===== src/rtl/gsvp_pkg.sv =====
// Shared definitions for the grayscale video pipe.
// Holds the mode encodings and the default luma weights.
package gsvp_pkg;

   typedef enum logic [1:0] {
      MODE_BYPASS = 2'd0,
      MODE_GRAY   = 2'd1,
      MODE_THRESH = 2'd2,
      MODE_INV    = 2'd3
   } mode_e;

   // BT.601 luma weights scaled by 256; they sum to 256, so white maps to full scale.
   localparam int DEF_COEF_R = 76;
   localparam int DEF_COEF_G = 151;
   localparam int DEF_COEF_B = 29;

endpackage


===== src/rtl/gsvp_luma_pipe.sv =====
// Three-stage luma datapath: weighted products, rounded sum, then shift/saturate/mode select.
// Mode and threshold travel with each pixel, so a config change never splits a pixel's processing.
module gsvp_luma_pipe
   import gsvp_pkg::*;
#(
   parameter int COMP_W = 8,
   parameter int COEF_W = 8
) (
   input  logic                clk_pix,
   input  logic                rst_n,
   input  logic [3*COMP_W-1:0] pix_i,
   input  logic [COEF_W-1:0]   coef_r_i,
   input  logic [COEF_W-1:0]   coef_g_i,
   input  logic [COEF_W-1:0]   coef_b_i,
   input  mode_e               mode_i,
   input  logic [COMP_W-1:0]   thresh_i,
   output logic [3*COMP_W-1:0] pix_o
);

   localparam int PIX_W  = 3 * COMP_W;
   localparam int PROD_W = COMP_W + COEF_W;
   localparam int SUM_W  = PROD_W + 2;
   localparam logic [SUM_W-1:0]  ROUND    = SUM_W'(1) << (COEF_W - 1);
   localparam logic [COMP_W-1:0] COMP_MAX = '1;

   logic [PROD_W-1:0] prod_r_d, prod_g_d, prod_b_d;
   logic [PROD_W-1:0] prod_r_q, prod_g_q, prod_b_q;
   logic [SUM_W-1:0]  sum_d, sum_q;
   logic [PIX_W-1:0]  pix1_q, pix2_q, pix3_d, pix3_q;
   mode_e             mode1_q, mode2_q;
   logic [COMP_W-1:0] thresh1_q, thresh2_q;
   logic [SUM_W-1:0]  shifted;
   logic [COMP_W-1:0] gray;

   always_comb begin
      prod_r_d = PROD_W'(pix_i[PIX_W-1 -: COMP_W])  * PROD_W'(coef_r_i);
      prod_g_d = PROD_W'(pix_i[2*COMP_W-1 -: COMP_W]) * PROD_W'(coef_g_i);
      prod_b_d = PROD_W'(pix_i[COMP_W-1:0])         * PROD_W'(coef_b_i);
      sum_d    = SUM_W'(prod_r_q) + SUM_W'(prod_g_q) + SUM_W'(prod_b_q) + ROUND;
   end

   // Two extra sum bits cover three full-scale products, so saturation only happens after the shift.
   always_comb begin
      shifted = sum_q >> COEF_W;
      gray    = (shifted > SUM_W'(COMP_MAX)) ? COMP_MAX : shifted[COMP_W-1:0];
      pix3_d  = pix2_q;
      case (mode2_q)
         MODE_BYPASS: pix3_d = pix2_q;
         MODE_GRAY:   pix3_d = {3{gray}};
         MODE_THRESH: pix3_d = (gray >= thresh2_q) ? '1 : '0;
         MODE_INV:    pix3_d = {3{COMP_MAX - gray}};
      endcase
   end

   // NOTE: non-blocking assignments so each stage captures the previous stage's pre-edge value.
   always_ff @(posedge clk_pix or negedge rst_n) begin
      if (!rst_n) begin
         prod_r_q  <= '0;
         prod_g_q  <= '0;
         prod_b_q  <= '0;
         pix1_q    <= '0;
         mode1_q   <= MODE_BYPASS;
         thresh1_q <= '0;
         sum_q     <= '0;
         pix2_q    <= '0;
         mode2_q   <= MODE_BYPASS;
         thresh2_q <= '0;
         pix3_q    <= '0;
      end else begin
         prod_r_q  <= prod_r_d;
         prod_g_q  <= prod_g_d;
         prod_b_q  <= prod_b_d;
         pix1_q    <= pix_i;
         mode1_q   <= mode_i;
         thresh1_q <= thresh_i;
         sum_q     <= sum_d;
         pix2_q    <= pix1_q;
         mode2_q   <= mode1_q;
         thresh2_q <= thresh1_q;
         pix3_q    <= pix3_d;
      end
   end

   assign pix_o = pix3_q;

endmodule


===== src/rtl/grayscale_video_pipe.sv =====
// RGB-to-gray video pipe with frame-synchronous configuration commit.
// Holds the shadow/active config registers and the 3-deep sync delay around gsvp_luma_pipe.
module grayscale_video_pipe
   import gsvp_pkg::*;
#(
   parameter int COMP_W     = 8,
   parameter int COEF_W     = 8,
   parameter int RST_COEF_R = DEF_COEF_R,
   parameter int RST_COEF_G = DEF_COEF_G,
   parameter int RST_COEF_B = DEF_COEF_B
) (
   input  logic                clk_pix,
   input  logic                rst_n,
   input  logic [3*COMP_W-1:0] vid_data,
   input  logic                pHSync,
   input  logic                pVSync,
   input  logic                pVDE,
   input  logic [1:0]          cfg_mode,
   input  logic [COEF_W-1:0]   cfg_coef_r,
   input  logic [COEF_W-1:0]   cfg_coef_g,
   input  logic [COEF_W-1:0]   cfg_coef_b,
   input  logic [COMP_W-1:0]   cfg_thresh,
   input  logic                cfg_valid,
   output logic                cfg_pending,
   output logic [3*COMP_W-1:0] OUT_vid_data,
   output logic                OUT_pHSync,
   output logic                OUT_pVSync,
   output logic                OUT_pVDE,
   output logic                OUT_clk_pix
);

   typedef struct packed {
      mode_e             mode;
      logic [COEF_W-1:0] coef_r;
      logic [COEF_W-1:0] coef_g;
      logic [COEF_W-1:0] coef_b;
      logic [COMP_W-1:0] thresh;
   } cfg_t;

   typedef struct packed {
      logic hs;
      logic vs;
      logic de;
   } sync_t;

   localparam cfg_t RST_CFG = '{
      mode:   MODE_GRAY,
      coef_r: COEF_W'(RST_COEF_R),
      coef_g: COEF_W'(RST_COEF_G),
      coef_b: COEF_W'(RST_COEF_B),
      thresh: COMP_W'(1) << (COMP_W - 1)
   };

   cfg_t              cfg_in, shadow_d, shadow_q, active_d, active_q;
   logic              pending_d, pending_q;
   sync_t             sync_in;
   sync_t [2:0]       sync_q;
   logic              vs_rise;
   logic [3*COMP_W-1:0] pipe_pix;

   always_comb begin
      cfg_in  = '{mode: mode_e'(cfg_mode), coef_r: cfg_coef_r, coef_g: cfg_coef_g,
                  coef_b: cfg_coef_b, thresh: cfg_thresh};
      sync_in = '{hs: pHSync, vs: pVSync, de: pVDE};
   end

   // The first sync-delay tap doubles as the registered VSync copy for edge detection.
   assign vs_rise = pVSync & ~sync_q[0].vs;

   // NOTE: every next-state variable gets its default first, so no branch can infer a latch.
   always_comb begin
      shadow_d  = shadow_q;
      active_d  = active_q;
      pending_d = pending_q;
      if (vs_rise && pending_q) begin
         active_d  = shadow_q;
         pending_d = 1'b0;
      end
      // Applied after the commit so a coincident strobe re-arms pending with the new values.
      if (cfg_valid) begin
         shadow_d  = cfg_in;
         pending_d = 1'b1;
      end
   end

   always_ff @(posedge clk_pix or negedge rst_n) begin
      if (!rst_n) begin
         shadow_q  <= RST_CFG;
         active_q  <= RST_CFG;
         pending_q <= 1'b0;
         sync_q    <= '0;
      end else begin
         shadow_q  <= shadow_d;
         active_q  <= active_d;
         pending_q <= pending_d;
         sync_q    <= {sync_q[1:0], sync_in};
      end
   end

   gsvp_luma_pipe #(
      .COMP_W (COMP_W),
      .COEF_W (COEF_W)
   ) u_luma_pipe (
      .clk_pix  (clk_pix),
      .rst_n    (rst_n),
      .pix_i    (vid_data),
      .coef_r_i (active_q.coef_r),
      .coef_g_i (active_q.coef_g),
      .coef_b_i (active_q.coef_b),
      .mode_i   (active_q.mode),
      .thresh_i (active_q.thresh),
      .pix_o    (pipe_pix)
   );

   assign OUT_pHSync   = sync_q[2].hs;
   assign OUT_pVSync   = sync_q[2].vs;
   assign OUT_pVDE     = sync_q[2].de;
   assign OUT_vid_data = sync_q[2].de ? pipe_pix : '0;
   assign cfg_pending  = pending_q;
   assign OUT_clk_pix  = clk_pix;

endmodule


===== config.mk =====
export PLATFORM = sky130hd
export DESIGN_NAME = grayscale_video_pipe
export DESIGN_NICKNAME = d
export VERILOG_FILES = /design/src/rtl/gsvp_pkg.sv /design/src/rtl/gsvp_luma_pipe.sv /design/src/rtl/grayscale_video_pipe.sv
export SDC_FILE = /design/constraint.sdc
export NUM_CORES = 1
export LEC_CHECK = 0
export ABC_AREA = 0
export CAP_MARGIN = 20
export CORE_MARGIN = 4
export CORE_UTILIZATION = 40
export CTS_CLUSTER_DIAMETER = 80
export DETAILED_ROUTE_END_ITERATION = 12
export PLACE_DENSITY = 0.67
export SLEW_MARGIN = 20
export SYNTH_ARGS = -nofsm -noshare
export SYNTH_HDL_FRONTEND = slang
export SYNTH_SLANG_ARGS = --single-unit

===== constraint.sdc =====
create_clock -name clk_pix -period 6.3 [get_ports clk_pix]
set_input_delay 1.26 -clock clk_pix [delete_from_list [all_inputs] [get_ports clk_pix]]
set_output_delay 1.26 -clock clk_pix [all_outputs]
set_load 0.01 [all_outputs]

Word-level counts from Yosys, hierarchy flattened. Cells that the tools add are included.

$add $sub $neg: 4. Multiplexer cells: 6. Divide/modulo/power cells: 0. Equality and inequality tests: 3. Multipliers: 3. Reductions and logical operators: 3. Shifts and indexed selects: 0. $lt $le $gt $ge: 2. Bitwise logic cells: 2.

Operators by type and width (number): $pmux W24 S4 (1); $mul A8 B8 Y16 (3); $mux W24 (2); $add A18 B16 Y18 (1); $add A18 B8 Y18 const B (1); $add A16 B16 Y17 (1); $gt A10 B8 Y1 const B (1); $ge A8 B8 Y1 (1); $mux W8 (1); $sub A8 B8 Y8 const A (1); $eq A2 B2 Y1 const B (2); $eq A2 B1 Y1 const B (1); $logic_not A2 Y1 (1); $mux W1 (2); $reduce_bool A2 Y1 (1); $and A1 B1 Y1 (1); $logic_and A1 B1 Y1 (1); $not A1 Y1 (1).

Latch bits: 0. Bits in read-only memories: 0. Bits of input ports: 64. RAM bits: 0. Word-level logic and storage cells: 54. Bits in registers: 236. Memories kept: 0. Output and inout bits: 29.

Longest topological paths before layout. Gate-level depths: netlist (run 1).

Depth in word-level cells: 5. Mapped depth: 17. Mapped depth without buffers: 17.

Hierarchy. From an unflattened synthesis (run 1), not the netlist that was laid out.

Cells, all modules: 1235. Area, all modules: 14721.6 µm².

Modules (own cells, without submodules): gsvp_luma_pipe (area each 11603.6 µm², times used 1, cells each 1052); grayscale_video_pipe (area each 3118.0 µm², times used 1, cells each 183).

==> results of run 1 <==
## metal layers
layer  vias to the layer above  global-route usage [%]  share of wire, %
li1                       4876                       -                 -
met1                      5069                    22.3                46
met2                       187                    26.4                47
met3                        58                    2.49               3.7
met4                         0                    4.86               3.0
met5                         -                       0                 0
## flip-flops by register name, summed over array words and instances, names as in the netlist, 8 cells and up
signal	cells
u_luma_pipe.pix_o	24
u_luma_pipe.thresh1_q	8
u_luma_pipe.sum_q	10
shadow_q	34
active_q	34
u_luma_pipe.pix1_q	24
u_luma_pipe.prod_g_q	16
u_luma_pipe.prod_b_q	16
u_luma_pipe.pix2_q	24
u_luma_pipe.thresh2_q	8
u_luma_pipe.prod_r_q	16
## area by class of cell
cell class	count	area (um2)
Fill cell	3504	20000
Clock buffer	43	856
Tap cell	511	639
Clock inverter	10	123
Inverter	179	672
Sequential cell	228	5740
Multi-Input combinational cell	981	8880
Timing Repair Buffer	97	968
## cells by family (layout without fill, tap and decap cells)
group | count (synthesis) | in the layout | synth area share [%]
mux | 68 | 68 | 4.97
flops | 228 | 228 | 37.2
simple gates | 405 | 405 | 14.1
buf+inv | 208 | 329 | 5.19
compound gates | 193 | 193 | 8.75
fa+ha+maj | 271 | 271 | 27.3
xor+xnor | 44 | 44 | 2.50
## per-stage QoR
stage	hold WS, ns	setup slack [ns]	utilization [%]	cells
2_1_floorplan	0.331	1.30	-	1417
3_3_place_gp	0.334	0.492	44.7	1996
3_5_place_dp	0.336	0.318	44.7	1996
4_1_cts	0.350	1.00	47.2	2048
5_1_grt	0.352	0.807	47.2	2049
6_report	0.346	0.955	47.2	2049
## cells in the mapped netlist, types with 25 or more instances
library cell	instances
a21o_1	39
a21oi_1	38
and2_1	156
clkbuf_1	25
dfrtp_1	200
dfstp_2	28
fa_1	109
ha_1	162
inv_1	179
mux2_2	68
nand2_1	95
nand2b_1	38
nor2_1	44
o211ai_1	36
xnor2_1	34
## critical path, cell delays in order
cell	delay, ns
clkdlybuf4s50_1	0.58
and2_1	0.28
fa_1	0.52
fa_1	0.53
fa_1	0.55
inv_1	0.05
fa_1	0.53
inv_1	0.04
ha_1	0.35
a21oi_1	0.24
nor3b_1	0.25
o211ai_1	0.13
a31oi_1	0.29
o31ai_1	0.12
xor2_1	0.15
## path summary, 6_finish.rpt
check	slack, ns	start	cells after the start	endpoint
max	0.96	vid_data[18]	15	u_luma_pipe.prod_r_q[14]
min	0.35	sync_q[2]	0	sync_q[5]
max reg2reg	1.65	active_q[31]	14	u_luma_pipe.prod_r_q[13]
min reg2reg	0.35	sync_q[2]	0	sync_q[5]
max in group asynchronous	4.57	rst_n	2	active_q[15]
min in group asynchronous	0.54	rst_n	1	sync_q[5]
==> run summary, run 1 <==
Status: finished, final reports clean
Net Count, Synth: 1752
Setup bufs post-CTS: 0
DRC violations left: 0
Starting Density: 40.8%
Min-delay worst type: register to register
N_diodes: 0
Synth top area cells: dfrtp_1 (32%), fa_1 (14%), ha_1 (13%)
Worst Path Arrival: 5.87 ns
#FFs+latches synth: 228
Via count normalized by instance count: 4.97
Fin. max-slew vios: 0
Share of post-route cells with drive strength above 1: 10.3%
Most frequent cells in the layout: dfrtp_1 (200), inv_1 (179), ha_1 (162)
DRT Wirelength: 32700 um
GRT overflow: 0
Fraction of registers with async set or reset after synthesis: 100%
Endpoints failing setup: 0
Post-Syn Instances: 1417
CTS Hold Buffers Added: 0
Req. time, crit path: 6.83 ns
Post-DP HPWL: 25000 um
IO Pins: 93
Netlist cell types: 57
DIE HEIGHT: 204 um
Net count, final: 1853
Fin crit share: 84.8%
Row count: 71
Vias: 10190
Iter 0 DRT Violations: 488
Maxcap violations: 0
Commonest non-fill, non-tap cell in the layout: dfrtp_1
Syn Area/Cell: 10.9 um2
Clk Latency, worst-skew pair: 0.66 ns
Gpl congestion: 0.870
CTS tree: yes
Max FO, Critical Path: 9
Max Clock Skew: 0.0122 ns
Crit end category: register
Design Area, Final: 17900 um2
PortBufs: 92
Prevailing post-synth register cell: dfrtp_1
Area grow syn2layout: 15.9%
DRT Pass-1 Iters: 5
Largest net degree at the start of global routing: 158
Cts repair resizes: 0
Initial antenna violation count: 0
Post-synthesis sequential area ratio: 37.2%
Crit path launch type: input pin
Synth top area share: 32.5%
Vias in the first global route: 10737
Final ANT Viol Nets: 0
Die width: 204 um
Ys Warns: 0
Slew HR: 32.8%
Worst slew pin tran: 1.01 ns
Core area: 37800 um2
Crit path time final: 5.34 ns
RSZ-0062 raised after global routing: false
GRT Util Overall: 16.1%
Setup TNS: 0 ns
Mapped Area: 15400 um2
WL per Instance: 16.0 um
Kind of critical path: input pin to register
Placed cell areas: 16900 um2
Largest area contributor in the netlist: dfrtp_1
Number of synthesized flops with an enable pin: 0
Die area: 41800 um2
Number of hold violations in the final report: 0
First-pass GRT wire length: 54800 um
Fmax: 0.187 GHz
Worst-path clk slew: 0.06 ns
Power of run 1 is left out: the tool's default activity adds up to more than one toggle a clock period on the data nets, which glitch-free logic cannot reach.
==> run 2, diff against run 1 <==
==> constraint.sdc (replaced) <==
create_clock -name clk_pix -period 5 [get_ports clk_pix]
set_input_delay 1 -clock clk_pix [delete_from_list [all_inputs] [get_ports clk_pix]]
set_output_delay 1 -clock clk_pix [all_outputs]
set_load 0.01 [all_outputs]
==> run 2 against run 1 <==
Against the previous run:
- final area increased by 3.8%
- register-to-register slack worse by 1.1 ns
- clock skew rose by 0.010 ns
- critical path depth shrank 2
- first-iteration DRC count is 6.4% higher
- core utilization rose by 1.8 points
- sequential share of layout area fell by 1.2 points
- routed wire length grew 4.1%
- global-route usage grew 0.73 points
- via count rose by 4.1%
- critical endpoint is now u_luma_pipe.prod_r_q[13]
==> run summary, run 2 (synthesis gave the netlist of run 1 again) <==
Slowest CP cell: fa_1 (was clkdlybuf4s50_1)
Worst slew pin tran: 0.992 ns (was 1.01 ns)
Hold EP: u_luma_pipe.thresh2_q[5] (was sync_q[5])
Crit-path max cell delay: 0.54 ns (was 0.58 ns)
Status: finished, final reports clean (unchanged)
WL per Instance: 16.0 um (about the same)
Die width: 204 um (unchanged)
Share of post-route cells with drive strength above 1: 15.3% (was 10.3%)
Max FO, Critical Path: 4 (was 9)
GRT Util Overall: 16.9% (was 16.1%)
Max Clock Skew: 0.0226 ns (was 0.0122 ns)
Vias in the first global route: 11208 (was 10737)
Endpoints failing setup: 0 (unchanged)
Row count: 71 (unchanged)
DIE HEIGHT: 204 um (unchanged)
Most frequent cells in the layout: dfrtp_1 (200), inv_1 (179), ha_1 (162) (unchanged)
CTS tree: yes (unchanged)
Crit path launch type: input pin (unchanged)
Grt met2 use: 28.7% (was 26.4%)
DRT Pass-1 Iters: 5 (unchanged)
Via count normalized by instance count: 4.98 (was 4.97)
Largest regs: active_q (34), shadow_q (34) (unchanged)
R2R Setup Slk: 0.54 ns (was 1.65 ns)
Post-DP HPWL: 26600 um (was 25000 um)
Number of hold violations in the final report: 0 (unchanged)
Clk Latency, worst-skew pair: 0.67 ns (was 0.66 ns)
Net count, final: 1933 (was 1853)
Cells on worst reg2reg path: 14 (unchanged)
CTS Hold Buffers Added: 0 (unchanged)
RSZ-0062 raised after global routing: false (unchanged)
Critical R2R Launch: active_q[23] (was active_q[31])
Cts repair resizes: 0 (unchanged)
Setup bufs post-CTS: 0 (unchanged)
First-pass GRT wire length: 57100 um (was 54800 um)
Die area: 41800 um2 (unchanged)
Largest net degree at the start of global routing: 127 (was 158)
GR Util met3: 2.65% (was 2.49%)
Hold Crit Start: u_luma_pipe.thresh1_q[5] (was sync_q[2])
Crit end category: register (unchanged)
Core area: 37800 um2 (unchanged)
Fmax: 0.208 GHz
PortBufs: 92 (unchanged)
Iter 0 DRT Violations: 519 (was 488)
GR peak layer: met2 (unchanged)
Met1 track demand over resource: 23.0% (was 22.3%)
Reg-to-Reg End: u_luma_pipe.prod_g_q[13] (was u_luma_pipe.prod_r_q[13])
Maxcap violations: 0 (unchanged)
Slew HR: 33.9% (was 32.8%)
DRT Wirelength: 34100 um (was 32700 um)
CP cell instances: clkdlybuf4s50_1, and2_1, fa_1, fa_1, fa_1, inv_1, fa_1, inv_1, ha_1, or3_1, o211ai_1, or4b_1, o311ai_0 (was clkdlybuf4s50_1, and2_1, fa_1, fa_1, fa_1, inv_1, fa_1, inv_1, ha_1, a21oi_1, nor3b_1, o211ai_1, a31oi_1, o31ai_1, xor2_1)
Starting Density: 40.8% (unchanged)
Gpl congestion: 0.902 (was 0.870)
Vias: 10612 (was 10190)
Worst Hold Depth: 0 (unchanged)
DRC violations left: 0 (unchanged)
Worst Path Arrival: 5.36 ns (was 5.87 ns)
Cell mode on critical path: fa_1 (unchanged)
Fin. max-slew vios: 0 (unchanged)
Area grow syn2layout: 20.3% (was 15.9%)
Kind of critical path: input pin to register (unchanged)
Commonest non-fill, non-tap cell in the layout: dfrtp_1 (unchanged)
Fin crit share: 96.0%
Final ANT Viol Nets: 0 (unchanged)
Fillers: 3490 (was 3504)
Min-delay worst type: register to register (unchanged)
IO Pins: 93 (unchanged)
Fin Hold WS: 0.344 ns (was 0.346 ns)
Crit path time final: 4.80 ns
GRT overflow: 0 (unchanged)
Worst-path clk slew: 0.07 ns (was 0.06 ns)
Initial antenna violation count: 3 (was 0)
Req. time, crit path: 5.56 ns (was 6.83 ns)
==> run 2: changes by cell type in the layout (fill, tap and decap cells not counted), sizes merged <==
cell	previous run	this run
buf	8	88
clkinvlp	0	2
clkbuf	42	35
clkinv	6	11
bufinv	2	3
diode	0	1
==> run 2: metrics by stage <==
stage               setup WS [ns]  instance area, um2  utilization [%]  setup TNS, ns  cells
finish                      0.202               18600             49.0              0   2131
global route               0.0299               18600             49.0              0   2130
CTS                         0.211               18500             49.0              0   2129
detailed placement         -0.490               17500             46.3          -4.05   2076
global placement           -0.416               17500             46.3          -2.93   2076
floorplan                   0.260               15400                -              0   1417
==> run 2: layout make-up <==
cell class / count / area, um2 / area share (%)
antenna: 1 / 2.50 / 0.0135
clock buffer: 36 / 830 / 4.47
clock inverter: 18 / 208 / 1.12
inverter: 179 / 672 / 3.62
multi-input combinational: 981 / 8880 / 47.9
sequential: 228 / 5740 / 30.9
tap: 511 / 639 / 3.45
timing repair buffer: 177 / 1580 / 8.52
==> run 2: routing by layer <==
| layer | routed length (um) | share of wire [%] |
|---|---|---|
| met5 | 0 | 0 |
| met4 | 662 | 1.9 |
| met3 | 1420 | 4.2 |
| met2 | 16600 | 49 |
| met1 | 15400 | 45 |
==> run 2: how the worst max path moves through the flow <==
stage,cells after the start,slack (ns),end,start
6_report,13,0.20,u_luma_pipe.prod_r_q[13],vid_data[18]
5_1_grt,15,0.03,u_luma_pipe.prod_r_q[13],vid_data[18]
4_1_cts,17,0.21,u_luma_pipe.prod_r_q[13],vid_data[18]
3_5_place_dp,17,-0.49,u_luma_pipe.prod_r_q[13],vid_data[18]
3_3_place_gp,17,-0.42,u_luma_pipe.prod_r_q[13],vid_data[18]
2_1_floorplan,15,0.26,u_luma_pipe.prod_g_q[13],vid_data[11]
==> run 2: worst max-delay path: cells and delay by family <==
kind / cells / cell delay (ns)
adder cells (fa/ha/maj): 5 / 2.31
AND/OR/NAND/NOR: 3 / 1.05
AO/OA/AOI/OAI: 2 / 0.38
buffers and inverters: 3 / 0.60
Power of run 2 is left out for the same reason.
